## config.mk

```make
export PLATFORM = sky130hd
export DESIGN_NAME = pattern_phase_driver_flat
export DESIGN_NICKNAME = d
export VERILOG_FILES = /design/src/rtl/pat_pkg.sv /design/src/rtl/pattern_phase_driver_if.sv /design/src/rtl/pattern_field_bank.sv /design/src/rtl/pattern_phase_driver.sv /design/src/flat_wrapper.sv
export SDC_FILE = /design/constraint.sdc
export NUM_CORES = 1
export LEC_CHECK = 0
export ABC_AREA = 0
export BUFFER_PORTS_ARGS = -buffer_cell sky130_fd_sc_hd__buf_4
export CAP_MARGIN = 15
export CORE_ASPECT_RATIO = 1.5
export CORE_UTILIZATION = 60
export DETAILED_ROUTE_END_ITERATION = 16
export PLACE_DENSITY = 0.88
export SYNTH_ARGS = -nofsm -noshare
export SYNTH_HDL_FRONTEND = slang
export SYNTH_SLANG_ARGS = --single-unit
export TNS_END_PERCENT = 50
```

## constraint.sdc

```tcl
create_clock -name clk -period 6.55 [get_ports clk]
set_input_delay 0.3275 -clock clk [delete_from_list [all_inputs] [get_ports clk]]
set_output_delay 0.3275 -clock clk [all_outputs]
set_load 0.005 [all_outputs]
```

## src/rtl/pat_pkg.sv

```systemverilog
// Shared field layout and phase encoding for the pattern phase driver.
// Field offsets after the P block depend on the tweak count, so they are functions.
package pat_pkg;

   typedef enum logic [2:0] {
      IDLE = 3'd0,
      DEAD = 3'd1,
      HIGH = 3'd2,
      LOW  = 3'd3
   } phase_t;

   localparam int unsigned PDRIVE      = 0;
   localparam int unsigned NDRIVE      = 1;
   localparam int unsigned PTWEAKSENSE = 2;
   localparam int unsigned PTWEAKDELAY = 3;
   localparam int unsigned PTWEAK0     = 4;

   function automatic int unsigned ntweaksense(int unsigned no_tweaks);
      return 4 + no_tweaks;
   endfunction

   function automatic int unsigned ntweakdelay(int unsigned no_tweaks);
      return 5 + no_tweaks;
   endfunction

   function automatic int unsigned ntweak0(int unsigned no_tweaks);
      return 6 + no_tweaks;
   endfunction

   function automatic int unsigned nfields(int unsigned no_tweaks);
      return 2 + 2 * (2 + no_tweaks);
   endfunction

endpackage

```

## src/rtl/pattern_phase_driver_if.sv

```systemverilog
// Field write / commit / readback port between the pat core (master) and the phase driver (slave).
interface pattern_phase_driver_if #(
   parameter int unsigned WIDTH = 8,
   parameter int unsigned AW    = 5
);
   logic             wr_en;
   logic [AW-1:0]    wr_addr;
   logic [WIDTH-1:0] wr_data;
   logic             wr_err;
   logic             commit_req;
   logic             commit_pending;
   logic             commit_ack;
   logic [AW-1:0]    rd_addr;
   logic [WIDTH-1:0] rd_data;

   modport master (
      output wr_en, wr_addr, wr_data, commit_req, rd_addr,
      input  wr_err, commit_pending, commit_ack, rd_data
   );

   modport slave (
      input  wr_en, wr_addr, wr_data, commit_req, rd_addr,
      output wr_err, commit_pending, commit_ack, rd_data
   );
endinterface

```

## src/rtl/pattern_field_bank.sv

```systemverilog
// Double-buffered field bank: shadow written by the core, copied whole into active on a commit edge.
// view presents the active bank as it will stand after this clock, so drive muxing sees a commit at once.
module pattern_field_bank
   import pat_pkg::*;
#(
   parameter int unsigned WIDTH   = 8,
   parameter int unsigned NFIELDS = 22,
   parameter int unsigned AW      = 5
) (
   input  logic                 clk,
   input  logic                 rst,
   input  logic                 edge_det,
   pattern_phase_driver_if.slave bus,
   output logic [WIDTH-1:0]     view [NFIELDS]
);
   localparam logic [AW:0] NF = (AW + 1)'(NFIELDS);

   logic [WIDTH-1:0] shadow [NFIELDS];
   logic [WIDTH-1:0] active [NFIELDS];
   logic             swap;
   logic             wr_in_range;
   logic             rd_in_range;

   assign swap        = edge_det && bus.commit_pending;
   assign wr_in_range = {1'b0, bus.wr_addr} < NF;
   assign rd_in_range = {1'b0, bus.rd_addr} < NF;

   always_comb begin
      for (int unsigned i = 0; i < NFIELDS; i++) begin
         view[i] = swap ? shadow[i] : active[i];
      end
   end

   // Copy reads shadow before this cycle's write, so a same-cycle write lands in shadow only.
   always_ff @(posedge clk) begin
      if (rst) begin
         for (int unsigned i = 0; i < NFIELDS; i++) begin
            shadow[i] <= '0;
            active[i] <= '0;
         end
         bus.commit_pending <= 1'b0;
         bus.commit_ack     <= 1'b0;
         bus.wr_err         <= 1'b0;
         bus.rd_data        <= '0;
      end else begin
         if (swap) begin
            for (int unsigned i = 0; i < NFIELDS; i++) begin
               active[i] <= shadow[i];
            end
         end
         if (bus.wr_en && wr_in_range) begin
            shadow[bus.wr_addr] <= bus.wr_data;
         end
         bus.commit_pending <= swap ? bus.commit_req : (bus.commit_pending | bus.commit_req);
         bus.commit_ack     <= swap;
         bus.wr_err         <= bus.wr_en && !wr_in_range;
         bus.rd_data        <= rd_in_range ? active[bus.rd_addr] : '0;
      end
   end
endmodule

```

## src/rtl/pattern_phase_driver.sv

```systemverilog
// Phase sequencer: pwm edge detect, dead-time FSM, buffer_select strobe and registered driver outputs.
// Output registers are loaded from the next state so every output lands on the clock after the edge cycle.
module pattern_phase_driver
   import pat_pkg::*;
#(
   parameter int unsigned WIDTH       = 8,
   parameter int unsigned NO_TWEAKS   = 8,
   parameter int unsigned NO_BUFS     = 8,
   parameter int unsigned DEAD_CYCLES = 2,
   parameter int unsigned AW          = $clog2(nfields(NO_TWEAKS))
) (
   input  logic                          clk,
   input  logic                          rst,
   input  logic                          pwm,
   pattern_phase_driver_if.slave         bus,
   output logic [NO_BUFS-1:0]            buffer_select,
   output logic [2:0]                    phase,
   output logic [WIDTH-1:0]              p_drive,
   output logic [WIDTH-1:0]              n_drive,
   output logic [WIDTH-1:0]              tweak_sense,
   output logic [WIDTH-1:0]              tweak_delay,
   output logic [NO_TWEAKS*WIDTH-1:0]    tweak_drive
);
   localparam int unsigned NFIELDS = nfields(NO_TWEAKS);
   localparam int unsigned NTS     = ntweaksense(NO_TWEAKS);
   localparam int unsigned NTD     = ntweakdelay(NO_TWEAKS);
   localparam int unsigned NT0     = ntweak0(NO_TWEAKS);
   localparam int unsigned CW      = (DEAD_CYCLES > 1) ? $clog2(DEAD_CYCLES) : 1;
   localparam logic [CW-1:0] CNT_LAST = CW'(DEAD_CYCLES - 1);

   phase_t                     state, next_state, target;
   logic                       pwm_prev, edge_det;
   logic [CW-1:0]              dead_cnt, cnt_nx;
   logic [WIDTH-1:0]           view [NFIELDS];
   logic [WIDTH-1:0]           p_nx, n_nx, s_nx, d_nx;
   logic [NO_TWEAKS*WIDTH-1:0] t_nx;
   logic [NO_BUFS-1:0]         bs_nx;

   assign edge_det = pwm != pwm_prev;
   assign phase    = state;

   pattern_field_bank #(
      .WIDTH   (WIDTH),
      .NFIELDS (NFIELDS),
      .AW      (AW)
   ) u_bank (
      .clk      (clk),
      .rst      (rst),
      .edge_det (edge_det),
      .bus      (bus),
      .view     (view)
   );

   always_ff @(posedge clk) begin
      if (rst) begin
         state    <= IDLE;
         dead_cnt <= '0;
         pwm_prev <= pwm;
      end else begin
         state    <= next_state;
         dead_cnt <= cnt_nx;
         pwm_prev <= pwm;
      end
   end

   // In DEAD without an edge pwm equals pwm_prev, so pwm picks the target in every case.
   always_comb begin
      next_state = state;
      cnt_nx     = dead_cnt;
      target     = pwm ? HIGH : LOW;
      case (state)
         IDLE, HIGH, LOW: begin
            if (edge_det) begin
               cnt_nx     = '0;
               next_state = (DEAD_CYCLES == 0) ? target : DEAD;
            end
         end
         DEAD: begin
            if (edge_det)                cnt_nx     = '0;
            else if (dead_cnt == CNT_LAST) next_state = target;
            else                         cnt_nx     = dead_cnt + 1'b1;
         end
         default: next_state = IDLE;
      endcase
   end

   always_comb begin
      p_nx  = '1;
      n_nx  = '0;
      s_nx  = '0;
      d_nx  = '0;
      t_nx  = '0;
      bs_nx = '0;
      case (next_state)
         HIGH: begin
            p_nx = view[PDRIVE];
            s_nx = view[PTWEAKSENSE];
            d_nx = view[PTWEAKDELAY];
            for (int unsigned k = 0; k < NO_TWEAKS; k++) t_nx[k*WIDTH +: WIDTH] = view[PTWEAK0 + k];
         end
         LOW: begin
            n_nx = view[NDRIVE];
            s_nx = view[NTS];
            d_nx = view[NTD];
            for (int unsigned k = 0; k < NO_TWEAKS; k++) t_nx[k*WIDTH +: WIDTH] = view[NT0 + k];
         end
         default: ;
      endcase
      if (next_state == HIGH || next_state == LOW) begin
         if (next_state != state)            bs_nx = NO_BUFS'(1);
         else if (buffer_select[NO_BUFS-1])  bs_nx = buffer_select;
         else                                bs_nx = buffer_select << 1;
      end
   end

   always_ff @(posedge clk) begin
      if (rst) begin
         p_drive       <= '1;
         n_drive       <= '0;
         tweak_sense   <= '0;
         tweak_delay   <= '0;
         tweak_drive   <= '0;
         buffer_select <= '0;
      end else begin
         p_drive       <= p_nx;
         n_drive       <= n_nx;
         tweak_sense   <= s_nx;
         tweak_delay   <= d_nx;
         tweak_drive   <= t_nx;
         buffer_select <= bs_nx;
      end
   end
endmodule
```

## src/flat_wrapper.sv

```systemverilog
// flat-port wrapper written by rule: the top's interface ports become plain ports
module pattern_phase_driver_flat import pat_pkg::*;
#(
   parameter int unsigned WIDTH       = 8,
   parameter int unsigned NO_TWEAKS   = 8,
   parameter int unsigned NO_BUFS     = 8,
   parameter int unsigned DEAD_CYCLES = 2,
   parameter int unsigned AW          = $clog2(nfields(NO_TWEAKS))
)
  (clk, rst, pwm, buffer_select, phase, p_drive, n_drive, tweak_sense, tweak_delay, tweak_drive, bus_wr_en, bus_wr_addr, bus_wr_data, bus_commit_req, bus_rd_addr, bus_wr_err, bus_commit_pending, bus_commit_ack, bus_rd_data);
  pattern_phase_driver_if #(.WIDTH(WIDTH), .AW(AW)) bus_i ();
  input  logic clk;
  input  logic rst;
  input  logic pwm;
  output logic [NO_BUFS-1:0] buffer_select;
  output logic [2:0] phase;
  output logic [WIDTH-1:0] p_drive;
  output logic [WIDTH-1:0] n_drive;
  output logic [WIDTH-1:0] tweak_sense;
  output logic [WIDTH-1:0] tweak_delay;
  output logic [NO_TWEAKS*WIDTH-1:0] tweak_drive;
  input wire logic [$bits(bus_i.wr_en)-1:0] bus_wr_en;
  input wire logic [$bits(bus_i.wr_addr)-1:0] bus_wr_addr;
  input wire logic [$bits(bus_i.wr_data)-1:0] bus_wr_data;
  input wire logic [$bits(bus_i.commit_req)-1:0] bus_commit_req;
  input wire logic [$bits(bus_i.rd_addr)-1:0] bus_rd_addr;
  output wire logic [$bits(bus_i.wr_err)-1:0] bus_wr_err;
  output wire logic [$bits(bus_i.commit_pending)-1:0] bus_commit_pending;
  output wire logic [$bits(bus_i.commit_ack)-1:0] bus_commit_ack;
  output wire logic [$bits(bus_i.rd_data)-1:0] bus_rd_data;
  assign bus_i.wr_en = bus_wr_en;
  assign bus_i.wr_addr = bus_wr_addr;
  assign bus_i.wr_data = bus_wr_data;
  assign bus_i.commit_req = bus_commit_req;
  assign bus_i.rd_addr = bus_rd_addr;
  assign bus_wr_err = bus_i.wr_err;
  assign bus_commit_pending = bus_i.commit_pending;
  assign bus_commit_ack = bus_i.commit_ack;
  assign bus_rd_data = bus_i.rd_data;
  pattern_phase_driver #(.WIDTH(WIDTH), .NO_TWEAKS(NO_TWEAKS), .NO_BUFS(NO_BUFS), .DEAD_CYCLES(DEAD_CYCLES), .AW(AW)) u_core (.clk(clk), .rst(rst), .pwm(pwm), .bus(bus_i), .buffer_select(buffer_select), .phase(phase), .p_drive(p_drive), .n_drive(n_drive), .tweak_sense(tweak_sense), .tweak_delay(tweak_delay), .tweak_drive(tweak_drive));
endmodule
```

==> results.tsv <==
stage	metric	value	unit
synth	ys_seq_area_share	68.0	%
timing	slew_headroom	25.0	%
cts	cts_setup_buffers	0	
synth	synth_warnings	0	
worst_setup_path	r2r-start	u_core.pwm_prev	
worst_setup_path	crit_path_start	pwm	
cts	clkLatencyLatePin	0.55	ns
worst_setup_path	crit_required	6.74	ns
layout	area_delta_synth_final	14.0	%
synth	synth_area	19100	sq um
synth	synth.distinct_cells	51	
floorplanning	rows	79	
synth	synth_area_leaders	edfxtp_1 55%, dfxtp_1 13%, and2_1 11%	
synth	ys_ff_latch	472	
pwr	vdd_drop_max	207	uV
cts	cts.sinks	472	
worst_setup_path	path_cells	dlygate4sd3_1, buf_4, xor2_1, nand2_1, buf_4, nand2b_4, buf_12	
run	cap_viol_max_count	0	
synth	synth_top_area_share	55.4	%
place	preCtsSetupSlack	3.52	ns
timing	finalHoldViolations	0	
floorplanning	io_pins	141	
synth	yosysMostFrequentCell	edfxtp_1	
drt	drt_iter0_markers	1520	
synth	synth_area_per_cell	13.4	sq um
floorplanning	die-area	32500	sq um
grt	antenna_found_initial	1	
min_path	min_path_type	input pin to flip-flop	
drt	post-route-drc-count	0	
worst_setup_path	rr_worst_depth	5	
synth	synthTopCellsByCount	352 x edfxtp_1, 322 x and2_1, 120 x dfxtp_1, 80 x nand3_1, 79 x a21oi_1	
timing	rsz0062_at_grt	false	
synth	synth_area_leader_cell	edfxtp_1	
timing	finalSetupTns	0	ns
worst_setup_path	rr_endpoint	u_core.u_bank.active[14][3]	
drt	post_drt_wl_per_cell	25.2	um
cts	cts_buffer_depth	3	
cts	clk_pin_slew	0.06	ns
place	io_buffer_count	140	
layout	finalNetCount	1540	
drt	dr.pass1.iters	6	
status	status	complete, no violations	
timing	drv_slew	0	
grt	grt_first_pass_wirelength	71800	um
place	hpwl	31100	um
synth	synth_flop_cell	edfxtp_1	
cts	cts_made_buffers	42	
cts	h-tree-depth	2	
grt	grt-ovfl-total	0	
floorplanning	die_height	220	um
worst_setup_path	cp.arrival	2.94	ns
timing	period_share	42.0	%
cts	cts_tree	built	
drt	routed_via_density	6.23	
worst_setup_path	crit_path_top_delay_cell	nand2b_4	
timing	max_freq	0.364	GHz
timing	fin_skew	0.0132	ns
grt	track_usage	30.8	%
place	place.gp.congestion	1.03	
worst_setup_path	critPathMaxFanout	97	
cts	clockRootBuffer	clkbuf_16	
layout	regArea	13000	sq um
drt	num_vias	12190	
pwr	pwr_density_cell	292	nW/um^2
worst_setup_path	cp-start-kind	input pin	
floorplanning	fp.coreArea	31100	sq um
synth	synthCells	1422	
layout	multi_input_area	5650	sq um
layout	fillerInstances	1968	
timing	setup_ws	3.80	ns
drt	ant_nets	0	
timing	setup_viol	0	
layout	layout-drive-gt1-share	19.7	%
grt	grt_start_max_net_pins	146	
timing	worst_pin_slew	1.12	ns
pwr	leakage	8.11	nW
synth	synthArstFlopShare	0	%
synth	synth_enable_flop_cells	352	
grt	grt_pass1_vias	11619	
worst_setup_path	critPathMostFrequentCell	buf_4	
worst_setup_path	max_stage_delay	0.82	ns
drt	wl	49300	um
worst_setup_path	r2r_setup_slack	3.83	ns
floorplanning	initial_core_util	61.2	%
floorplanning	dieWidth	148	um
worst_setup_path	end_kind	flip-flop	
timing	period_minus_slack	2.75	ns
min_path	hp-start	bus_wr_addr[1]	
worst_setup_path	cp-endpoint	u_core.u_bank.active[14][3]	
synth	syn-num-nets	1445	
worst_setup_path	crit_type	input pin to flip-flop	
## power by group
| part | internal, W | total (W) | switching, W |
|---|---|---|---|
| Combinational | 0.000123 | 0.000371 | 0.000248 |
| Sequential | 0.00336 | 0.00345 | 0.0000914 |
| Clock | 0.00146 | 0.00253 | 0.00107 |
| Total | 0.00495 | 0.00635 | 0.00141 |
## worst min-delay path by stage
stage / slack [ns] / cells past startpoint / endpoint
finish: 0.06 / 3 / u_core.u_bank.bus.wr_err
global placement: 0.45 / 1 / u_core.p_drive[5]
global route: 0.07 / 3 / u_core.u_bank.bus.wr_err
floorplan: 0.36 / 0 / u_core.pwm_prev
CTS: 0.04 / 3 / u_core.u_bank.bus.wr_err
detailed placement: 0.45 / 1 / u_core.p_drive[4]
## layer usage
metal	up-vias	wire length [um]	track usage, %
li1	5279	-	-
met1	5804	16200	36.4
met2	906	24500	52.7
met3	201	5390	4.95
met4	0	3210	19.3
met5	-	0	0
## through the flow
stage	util, %	total power [W]	hold slack (ns)	cells	instance area, sq um
3_3_place_gp	65.1	0.00384	0.450	1876	20300
3_5_place_dp	65.1	0.00386	0.453	1876	20300
6_report	69.8	0.00635	0.0582	1957	21700
4_1_cts	69.8	0.00634	0.0399	1956	21700
2_1_floorplan	-	0.00371	0.355	1422	19100
5_1_grt	69.8	0.00650	0.0737	1956	21700
## flip-flops by register name (all words and copies together) (netlist names)
signal / cells
u_core.buffer_select: 8
u_core.dead_cnt: 1
u_core.n_drive: 8
u_core.p_drive: 8
u_core.phase: 3
u_core.pwm_prev: 1
u_core.tweak_delay: 8
u_core.tweak_drive: 64
u_core.tweak_sense: 8
u_core.u_bank.active: 176
u_core.u_bank.bus.commit_ack: 1
u_core.u_bank.bus.commit_pending: 1
u_core.u_bank.bus.rd_data: 8
u_core.u_bank.bus.wr_err: 1
u_core.u_bank.shadow: 176
## critical path: cells and delay by family
kind                   cells  cell delay [ns]
buffers and inverters      4             1.43
XOR/XNOR                   1             0.17
AND/OR/NAND/NOR            2             0.91
## logic make-up (layout without fill, tap and decap cells)
| logic type | after synthesis | after routing | share of synthesized area, % |
|---|---|---|---|
| buffers and inverters | 103 | 232 | 2.43 |
| AOI/OAI and AO/OA | 201 | 201 | 6.03 |
| other | 1 | 2 | 0.0197 |
| xor gates and xnor gates | 3 | 3 | 0.177 |
| muxes | 79 | 79 | 5.97 |
| and+or+nand+nor | 563 | 563 | 17.3 |
| DFF | 472 | 472 | 68.0 |
## what timing repair did
item                                   in CTS  in global routing
endpoints found under the hold margin       2                  0
hold buffers                                2                  0
gates resized for setup                     0                  0
## layout by cell type, fill, tap and decap left out, drive strengths merged, types with 33 or more instances in the layout
cell	count
nand3	81
nor2b	33
a21oi	79
and2	322
edfxtp	352
nor2	44
o21ai	75
dfxtp	120
clkbuf	61
buf	149
## layout make-up
cell class,instances,share of cell area [%]
diodes,1,0.0115
clock buffers,61,5.79
clock inverters,17,0.783
inverters,3,0.0518
multi-input cells,847,26.0
flip-flops and latches,472,59.7
well taps,405,2.33
repair buffers,151,5.30
Note: power is estimated with default switching activity, not from simulation.
